===== config.mk =====
export PLATFORM = sky130hd
export DESIGN_NAME = jh_host_master_flat
export DESIGN_NICKNAME = d
export VERILOG_FILES = /design/src/rtl/jh_io_pkg.sv /design/src/rtl/jh_io_if.sv /design/src/rtl/jh_ack_watchdog.sv /design/src/rtl/jh_host_master.sv /design/src/flat_wrapper.sv
export SDC_FILE = /design/constraint.sdc
export NUM_CORES = 1
export LEC_CHECK = 0
export BUFFER_PORTS_ARGS = -buffer_cell sky130_fd_sc_hd__buf_2
export CORE_AREA = 2 2 321 323
export CTS_CLUSTER_SIZE = 12
export DETAILED_ROUTE_END_ITERATION = 10
export DIE_AREA = 0 0 323 325
export HOLD_SLACK_MARGIN = 0.02
export PLACE_DENSITY = 0.65
export SYNTH_ARGS = -nofsm -noshare
export SYNTH_HDL_FRONTEND = slang
export SYNTH_SLANG_ARGS = --single-unit

===== constraint.sdc =====
create_clock -name clk -period 4.3 [get_ports clk]
set_clock_uncertainty 0.2 [all_clocks]
set_input_delay 0.645 -clock clk [delete_from_list [all_inputs] [get_ports clk]]
set_output_delay 0.645 -clock clk [all_outputs]
set_load 0.01 [all_outputs]

===== src/rtl/jh_io_pkg.sv =====
// Shared definitions for the 16-bit init/load/fetch/ack JH hash I/O protocol:
// transfer geometry, host FSM states and the block word-select helper.
package jh_io_pkg;
  localparam int W     = 16;
  localparam int NLD   = 32;
  localparam int NFT   = 16;
  localparam int BLK_W = W * NLD;
  localparam int DIG_W = W * NFT;

  typedef enum logic [2:0] {
    IDLE, INIT, LD_REQ, LD_LOW, FT_REQ, FT_LOW, DONE, ERR
  } state_t;

  // Word 0 is the most significant 16 bits of the block.
  function automatic logic [W-1:0] word_sel(input logic [BLK_W-1:0] blk,
                                            input logic [4:0]       k);
    return blk[(NLD - 1 - int'(k)) * W +: W];
  endfunction
endpackage


===== src/rtl/jh_io_if.sv =====
// Core-side handshake bundle of the JH I/O protocol (host drives requests,
// core wrapper answers with ack and fetch data).
interface jh_io_if;
  import jh_io_pkg::*;

  logic         init;
  logic         load;
  logic         fetch;
  logic [W-1:0] idata;
  logic         ack;
  logic [W-1:0] odata;

  modport master (output init, load, fetch, idata, input ack, odata);
  modport slave  (input init, load, fetch, idata, output ack, odata);
endinterface


===== src/rtl/jh_ack_watchdog.sv =====
// Cycle counter that flags a timeout when the host has waited TMO cycles in
// one handshake state without progress.
module jh_ack_watchdog #(
  parameter int TMO = 1024
) (
  input  logic clk,
  input  logic rst_n,
  input  logic clr,
  input  logic en,
  output logic timeout
);
  localparam int CW = $clog2(TMO) + 1;

  logic [CW-1:0] cnt;

  always_ff @(posedge clk or negedge rst_n) begin
    if (!rst_n)      cnt <= '0;
    else if (clr)    cnt <= '0;
    else if (en)     cnt <= cnt + CW'(1);
  end

  assign timeout = en && (cnt == CW'(TMO - 1));
endmodule


===== src/rtl/jh_host_master.sv =====
// Host-side initiator: serialises 512-bit blocks into 32 load transfers and,
// after the last block of a message, fetches the 256-bit digest.
module jh_host_master
  import jh_io_pkg::*;
#(
  parameter int TMO = 1024
) (
  input  logic              clk,
  input  logic              rst_n,
  input  logic              blk_valid,
  output logic              blk_ready,
  input  logic [BLK_W-1:0]  blk_data,
  input  logic              blk_first,
  input  logic              blk_last,
  output logic              dig_valid,
  output logic [DIG_W-1:0]  dig_data,
  output logic              err,
  input  logic              err_clr,
  jh_io_if.master           io
);
  state_t           state, state_d;
  logic [5:0]       wc, wc_d;
  logic [BLK_W-1:0] blk_q;
  logic             last_q;
  logic [DIG_W-1:0] acc;
  logic [W-1:0]     idata_d;
  logic             accept, capture;
  logic             wd_en, wd_clr, timeout;

  assign wd_en  = (state == LD_REQ) || (state == LD_LOW) ||
                  (state == FT_REQ) || (state == FT_LOW);
  assign wd_clr = (state_d != state);

  jh_ack_watchdog #(.TMO(TMO)) u_wd (
    .clk     (clk),
    .rst_n   (rst_n),
    .clr     (wd_clr),
    .en      (wd_en),
    .timeout (timeout)
  );

  always_ff @(posedge clk or negedge rst_n) begin
    if (!rst_n) state <= IDLE;
    else        state <= state_d;
  end

  // Requests only start from the *_LOW states once ack has been seen low,
  // so a stale ack can never complete a fresh transfer.
  always_comb begin
    state_d = state;
    wc_d    = wc;
    idata_d = io.idata;
    accept  = 1'b0;
    capture = 1'b0;
    unique case (state)
      IDLE: begin
        if (blk_ready && blk_valid) begin
          accept  = 1'b1;
          wc_d    = '0;
          state_d = blk_first ? INIT : LD_LOW;
        end
      end
      INIT: state_d = LD_LOW;
      LD_LOW: begin
        if (timeout) state_d = ERR;
        else if (!io.ack) begin
          if (wc < 6'(NLD)) begin
            idata_d = word_sel(blk_q, wc[4:0]);
            state_d = LD_REQ;
          end else if (last_q) begin
            wc_d    = '0;
            state_d = FT_LOW;
          end else begin
            state_d = IDLE;
          end
        end
      end
      LD_REQ: begin
        if (timeout) state_d = ERR;
        else if (io.ack) begin
          wc_d    = wc + 6'd1;
          state_d = LD_LOW;
        end
      end
      FT_LOW: begin
        if (timeout) state_d = ERR;
        else if (!io.ack) state_d = (wc < 6'(NFT)) ? FT_REQ : DONE;
      end
      FT_REQ: begin
        if (timeout) state_d = ERR;
        else if (io.ack) begin
          capture = 1'b1;
          wc_d    = wc + 6'd1;
          state_d = FT_LOW;
        end
      end
      DONE: state_d = IDLE;
      ERR:  if (err_clr) state_d = IDLE;
      default: state_d = IDLE;
    endcase
  end

  // Every output is a registered decode of the next state.
  always_ff @(posedge clk or negedge rst_n) begin
    if (!rst_n) begin
      blk_ready <= 1'b0;
      dig_valid <= 1'b0;
      err       <= 1'b0;
      io.init   <= 1'b0;
      io.load   <= 1'b0;
      io.fetch  <= 1'b0;
      io.idata  <= '0;
      wc        <= '0;
      blk_q     <= '0;
      last_q    <= 1'b0;
      acc       <= '0;
      dig_data  <= '0;
    end else begin
      blk_ready <= (state_d == IDLE);
      dig_valid <= (state_d == DONE);
      err       <= (state_d == ERR);
      io.init   <= (state_d == INIT);
      io.load   <= (state_d == LD_REQ);
      io.fetch  <= (state_d == FT_REQ);
      io.idata  <= idata_d;
      wc        <= wc_d;
      if (accept) begin
        blk_q  <= blk_data;
        last_q <= blk_last;
      end
      if (capture) acc[int'(wc[3:0]) * W +: W] <= io.odata;
      if (state_d == DONE) dig_data <= acc;
    end
  end
endmodule


===== src/flat_wrapper.sv =====
// flat-port wrapper written by rule: the top's interface ports become plain ports
module jh_host_master_flat import jh_io_pkg::*;
#(
  parameter int TMO = 1024
)
  (clk, rst_n, blk_valid, blk_ready, blk_data, blk_first, blk_last, dig_valid, dig_data, err, err_clr, io_init, io_load, io_fetch, io_idata, io_ack, io_odata);
  jh_io_if io_i ();
  input  logic clk;
  input  logic rst_n;
  input  logic blk_valid;
  output logic blk_ready;
  input  logic [BLK_W-1:0] blk_data;
  input  logic blk_first;
  input  logic blk_last;
  output logic dig_valid;
  output logic [DIG_W-1:0] dig_data;
  output logic err;
  input  logic err_clr;
  output wire logic [$bits(io_i.init)-1:0] io_init;
  output wire logic [$bits(io_i.load)-1:0] io_load;
  output wire logic [$bits(io_i.fetch)-1:0] io_fetch;
  output wire logic [$bits(io_i.idata)-1:0] io_idata;
  input wire logic [$bits(io_i.ack)-1:0] io_ack;
  input wire logic [$bits(io_i.odata)-1:0] io_odata;
  assign io_init = io_i.init;
  assign io_load = io_i.load;
  assign io_fetch = io_i.fetch;
  assign io_idata = io_i.idata;
  assign io_i.ack = io_ack;
  assign io_i.odata = io_odata;
  jh_host_master #(.TMO(TMO)) u_core (.clk(clk), .rst_n(rst_n), .blk_valid(blk_valid), .blk_ready(blk_ready), .blk_data(blk_data), .blk_first(blk_first), .blk_last(blk_last), .dig_valid(dig_valid), .dig_data(dig_data), .err(err), .err_clr(err_clr), .io(io_i));
endmodule

==> results.ini, run 1 <==
[logic_synthesis]
synthCells = 4316
ys_warn_count = 0
yosysTopAreaCell = dfrtp_1
netlist_top_cells_count = nand2_1 (1957), dfrtp_1 (1067), o21ai_0 (240)
synthAdderAreaFrac_pct = 0.197
synth_compound_area_share_pct = 5.88
synth_nets = 4858
ys_seq_elements = 1067
synth_top_area_share_pct = 60.0
avgSynthCellArea_um2 = 10.3
seq_area_frac_synth_pct = 60.0
yosys.area_share.simple_pct = 18.0
synth_area_mm2 = 0.0445
synth_top_family_by_area = simple AND/OR/NAND/NOR gates
ys_types = 55
synthTopCellsByArea = dfrtp_1 (60%), nand2_1 (17%), mux2_1 (5.8%)
synth_most_common_cell = nand2_1
synth_xor_area_share_pct = 0.253
synth_edf_count = 0
async_flop_share_pct = 100
ys.flop_type = dfrtp_1
synth_mux_area_share_pct = 12.8

[layout]
final_cells = 7031
drive_above_1_share_pct = 21.3
area_growth_pct = 32.0
fin_nets = 6113
utilization_pct = 58.0

[floorplanning]
chipWidth_um = 323
coreArea_mm2 = 0.101
num_rows = 117
top_level_ports = 813
fp.dieH_um = 325
start_util_pct = 43.9
dieArea_mm2 = 0.105

[power_and_ir_drop]
p_seq_share_pct = 43.5
sw_frac_of_total_pct = 33.9
leakage_nw = 30.4
p_sw_mw = 11.0
combinationalPowerShare_pct = 28.2
cellPowerDensity_mw_per_mm2 = 551
power_frac_clock_pct = 28.2
p_int_mw = 21.4
ir_drop_mv = 0.344

[clocking]
htree_levels = 3
clk_latency_ps = 690
numCtsBuffers = 109
cts.sinks = 1067
clockRootBuffer = clkbuf_16
cts_buffer_depth = 3
path_clk_slew_ps = 60
cts_tree = done

[route]
first_pass_iters = 6
drt-wirelength-per-cell_um = 21.9
via_count = 37400
drtIter0Drc = 3249
drc_errors = 0
viasPerCell = 5.32
ant_nets = 0
routed_wl_mm = 154

[setup_path]
worstPathRequired_ps = 4670
cp_max_fo = 29
cp.buffers_inverters = 2
path_cells = xnor2_2 -> nor4_2 -> a211o_1 -> nand2b_4 -> nor2_4 -> buf_12 -> buf_4 -> mux2_1
cp.arrival_ps = 4270
path_class = reg2reg
startpoint_type = flop
cp_top_family = simple AND/OR/NAND/NOR gates
worst_setup_path_end_kind = flop
critical_path.max_stage_delay_ps = 970
cp_slowest_cell = nor4_2

[grt]
grt_usage_pct = 29.4
grt_max_degree = 152
antenna_found_initial = 29
grt_pass1_vias = 38200
grt_pass1_wl_mm = 234
overflow = 0

[sta]
hold_viol_final = 0
fin_ws_ps = 396
max_freq_ghz = 0.256
finalCritPeriodShare_pct = 90.8
rsz0062_at_grt = false
setup_viol = 0
tightest_slew_ps = 1210
drv_slew = 0
maxSlewHeadroom_pct = 18.6
setup_tns_ps = 0
min_period_ps = 3900

[place]
dp_hpwl_mm = 102
pre_cts_slack_ps = 468
numPortBuffers = 812
dpl.cell_count = 6320
finalWeightedCongestion = 0.881

[flow_run]
drv_cap = 0

[status]
status = finished clean

[min_path]
min_path_type = in2reg

state kept, by name, summed over array words and instances, names as in the netlist:
register and cells:
u_core.blk_ready 1, u_core.dig_data 256, u_core.dig_valid 1, u_core.io.load 1
u_core.err 1, u_core.last_q 1, u_core.state 3, u_core.blk_q 512
u_core.io.init 1, u_core.wc 6, u_core.io.idata 16, u_core.io.fetch 1
u_core.u_wd.cnt 11, u_core.acc 256
cells by family after synthesis:
family,Yosys count
AND/OR/NAND/NOR,2086
buffers and inverters,287
flip-flops,1067
XOR/XNOR,12
adder cells (fa/ha/maj),7
AO/OA/AOI/OAI,440
multiplexers,417
placed cells by master (no fill, tap or decap), types with 5 or more instances in the layout:
cell,synthesis,layout
a21oi_1,52,52
a221oi_1,32,32
a22oi_1,48,48
buf_12,0,31
buf_2,16,811
buf_4,3,73
clkbuf_1,214,33
clkbuf_16,0,109
clkbuf_8,0,18
clkinv_2,0,7
dfrtp_1,1067,1063
diode_2,0,23
dlygate4sd3_1,0,508
ha_1,7,7
inv_1,5,5
inv_6,0,5
mux2_1,229,229
mux2_2,27,27
mux2i_1,65,65
mux4_2,96,96
nand2_1,1957,1957
nand2b_1,5,5
nand3_1,7,6
nand4_1,8,8
nor2_1,66,65
nor2b_1,7,6
nor3_1,8,7
o21ai_0,240,240
o31ai_1,50,50
xnor2_1,9,9
path summary, 6_finish.rpt:
check	from	to	slack (ps)	cells after the start
hold reg to reg	u_core.blk_q[75]$_DFFE_PN0P_	u_core.blk_q[75]$_DFFE_PN0P_	270	2
hold / removal	blk_last	u_core.last_q$_DFFE_PN0P_	50	3
min in group asynchronous	rst_n	u_core.blk_q[88]$_DFFE_PN0P_	450	2
max in group asynchronous	rst_n	u_core.blk_q[184]$_DFFE_PN0P_	2290	3
setup reg to reg	u_core.state[2]$_DFF_PN0_	u_core.dig_data[46]$_DFFE_PN0P_	400	8
setup / recovery	u_core.state[2]$_DFF_PN0_	u_core.dig_data[46]$_DFFE_PN0P_	400	8
metrics by stage:
| stage | power [mW] | hold slack (ps) | instance area, um2 |
|---|---|---|---|
| 2_1_floorplan | 19.2 | 149 | 44500 |
| 3_3_place_gp | 22.6 | 252 | 50300 |
| 3_5_place_dp | 22.8 | 258 | 50300 |
| 4_1_cts | 32.4 | 21.5 | 58700 |
| 5_1_grt | 34.1 | 55.1 | 58800 |
| 6_report | 32.4 | 49.0 | 58800 |
metal layers:
layer / global-route usage, % / vias to the layer above / wire length, um
met5: 0 / - / 85
met4: 14.7 / 14 / 8170
met3: 4.89 / 452 / 10500
met2: 47.0 / 1778 / 72900
met1: 38.7 / 18400 / 62400
li1: - / 16700 / -
power by group through the flow:
stage	Combinational, mW	Clock (mW)	Sequential, mW
after floorplan	5.56	0	13.6
after global placement	8.56	0	14.1
after detailed placement	8.69	0	14.2
after CTS	9.11	9.25	14.0
after global routing	10.0	9.71	14.4
final	9.15	9.14	14.1
worst reg2reg max path, stage by stage (launching register included):
cell and delay [ps]:
dfrtp_1 730, xnor2_2 250, nor4_2 970, a211o_1 380, nand2b_4 90, nor2_4 220, buf_12 250, buf_4 340
mux2_1 370
cell type report:
cell class | count | area (um2)
inverters | 7 | 26.3
clock inverters | 20 | 270
flip-flops and latches | 1067 | 26700
multi-input cells | 2962 | 16600
repair buffers | 1424 | 10300
well taps | 1368 | 1710
diodes | 23 | 57.6
clock buffers | 160 | 3100
fillers | 8176 | 42500
repair_timing:
| action | CTS | global route |
|---|---|---|
| buffers inserted | 0 | 0 |
| resized for setup | 0 | 0 |
| endpoints found under the hold margin | 574 | 0 |
| endpoints found under the setup margin | 0 | 0 |
| hold buffers | 508 | 0 |
No activity file was read; power rests on OpenSTA's default activity.
==> run 2: changes to the inputs <==
- SETUP_SLACK_MARGIN: not set -> 0.4
==> run 2 against run 1 <==
  * Global-route usage did not move
  * Fmax rose by 7.9%
  * Wire length barely moved
  * Cell area barely moved
  * Non-clock buffer count did not move
  * Sequential power barely moved
==> results.ini, run 2 (synthesized netlist as in run 1, its figures left out) <==
[status]
status = finished clean  ; unchanged

[clocking]
post_cts_buffers = 0  ; unchanged
cts.sinks = 1067  ; unchanged
htree_levels = 3  ; unchanged
clk_latency_ps = 700  ; was 690 ps
cts_tree = done  ; unchanged
path_clk_slew_ps = 60  ; about the same
cts_buffer_depth = 3  ; unchanged
clockRootBuffer = clkbuf_16  ; unchanged
numCtsBuffers = 109  ; unchanged

[layout]
layout_commonest_cell = nand2_1  ; unchanged
final_cells = 7031  ; unchanged
fin_nets = 6113  ; unchanged
final_cell_mix = nand2_1 (1957), dfrtp_1 (1063), buf_2 (811)  ; unchanged
largest-register = u_core.blk_q  ; unchanged
finalInstanceArea_mm2 = 0.0588  ; about the same
largest_reg_flops = 512  ; unchanged
top_regs = u_core.blk_q: 512 flops, u_core.acc: 256 flops, u_core.dig_data: 256 flops  ; unchanged
utilization_pct = 58.0  ; about the same
area_growth_pct = 32.1  ; was 32.0%
drive_above_1_share_pct = 21.3  ; unchanged

[setup_path]
startpoint_type = flop  ; unchanged
cp.arrival_ps = 3990  ; was 4270 ps
r2r_slack_ps = 680  ; was 400 ps
worst_setup_path_end_kind = flop  ; unchanged
cp_max_fo = 29  ; unchanged
r2r_cells = 8  ; unchanged
worstPathRequired_ps = 4670  ; about the same
path_class = reg2reg  ; unchanged

[floorplanning]
dieArea_mm2 = 0.105  ; unchanged
chipWidth_um = 323  ; unchanged
top_level_ports = 813  ; unchanged
coreArea_mm2 = 0.101  ; unchanged
fp.dieH_um = 325  ; unchanged
num_rows = 117  ; unchanged
start_util_pct = 43.9  ; unchanged

[sta]
max_freq_ghz = 0.276  ; was 0.256 GHz
finalCritPeriodShare_pct = 84.1  ; was 90.8%
hold_viol_final = 0  ; unchanged
fin_ws_ps = 682  ; was 396 ps
min_period_ps = 3620  ; was 3900 ps
drv_slew = 0  ; unchanged
rsz0062_at_grt = false  ; unchanged
hold_ws_ps = 47.7  ; was 49.0 ps
setup_viol = 0  ; unchanged
maxSlewHeadroom_pct = 20.1  ; was 18.6%
tightest_slew_ps = 1190  ; was 1210 ps
setup_tns_ps = 0  ; unchanged

[grt]
grt_pass1_wl_mm = 234  ; unchanged
grt_usage_pct = 29.4  ; unchanged
antenna_found_initial = 29  ; unchanged
overflow = 0  ; unchanged
grt_max_degree = 152  ; unchanged
grt_pass1_vias = 38200  ; unchanged

[route]
routed_wl_mm = 154  ; about the same
first_pass_iters = 5  ; was 6
viasPerCell = 5.33  ; was 5.32
drt-wirelength-per-cell_um = 21.9  ; about the same
drtIter0Drc = 3149  ; was 3249
ant_nets = 0  ; unchanged
drc_errors = 0  ; unchanged
via_count = 37500  ; was 37400

[power_and_ir_drop]
p_total_mw = 32.4  ; about the same
p_seq_share_pct = 43.5  ; about the same
p_int_mw = 21.4  ; about the same
power_frac_clock_pct = 28.2  ; about the same
ir_drop_mv = 0.347  ; was 0.344 mV
p_sw_mw = 11.0  ; about the same
cellPowerDensity_mw_per_mm2 = 551  ; about the same
leakage_nw = 30.4  ; about the same
sw_frac_of_total_pct = 33.9  ; about the same
combinationalPowerShare_pct = 28.2  ; about the same

[place]
dp_hpwl_mm = 102  ; unchanged
finalWeightedCongestion = 0.881  ; unchanged
numPortBuffers = 812  ; unchanged
placement.cell_area_mm2 = 0.0503  ; unchanged
dpl.cell_count = 6320  ; unchanged
pre_cts_slack_ps = 468  ; unchanged

[min_path]
min_path_type = in2reg  ; unchanged
hold_depth = 3  ; unchanged

[flow_run]
drv_cap = 0  ; unchanged

-- run 2: path summary, 6_finish.rpt --
path,startpoint,end
max in group asynchronous,rst_n,u_core.blk_q[170]$_DFFE_PN0P_
min in group asynchronous,rst_n,u_core.blk_q[88]$_DFFE_PN0P_
max reg2reg,u_core.state[2]$_DFF_PN0_,u_core.dig_data[46]$_DFFE_PN0P_
min,blk_last,u_core.last_q$_DFFE_PN0P_
max,u_core.state[2]$_DFF_PN0_,u_core.dig_data[46]$_DFFE_PN0P_
min reg2reg,u_core.blk_q[235]$_DFFE_PN0P_,u_core.blk_q[235]$_DFFE_PN0P_
-- run 2: layout make-up --
cell class | instances | area, um2
fill | 8175 | 42500
sequential | 1067 | 26700
multi-input combinational | 2962 | 16600
timing repair buffer | 1424 | 10300
clock buffer | 160 | 3100
tap | 1368 | 1710
clock inverter | 20 | 270
antenna | 23 | 57.6
inverter | 7 | 26.3
-- run 2: power by group through the flow --
stage	clock network [mW]	registers, mW	logic [mW]
6_report	9.14	14.1	9.15
2_1_floorplan	0	13.6	5.56
3_3_place_gp	0	14.1	8.56
3_5_place_dp	0	14.2	8.69
5_1_grt	9.71	14.4	10.0
4_1_cts	9.25	14.0	9.11
-- run 2: what timing repair did --
action / in CTS / in global routing
hold buffers: 508 / 0
endpoints found under the setup margin: 0 / 200
gates resized for setup: 0 / 1
hold endpoints to repair: 574 / 0
-- run 2: layer usage --
metal	track usage (%)	up-vias	part of all wire (%)
met3	4.89	436	6.9
met4	14.7	14	5.2
li1	-	16700	-
met1	38.7	18500	41
met2	47.0	1798	47
met5	0	-	0.055
-- run 2: worst max-delay path, stage by stage (launching register included) --
cell and delay (ps):
dfrtp_1 740, xnor2_2 270, nor4_4 660, a211o_1 360
nand2b_4 90, nor2_4 220, buf_12 250, buf_4 310
mux2_1 360
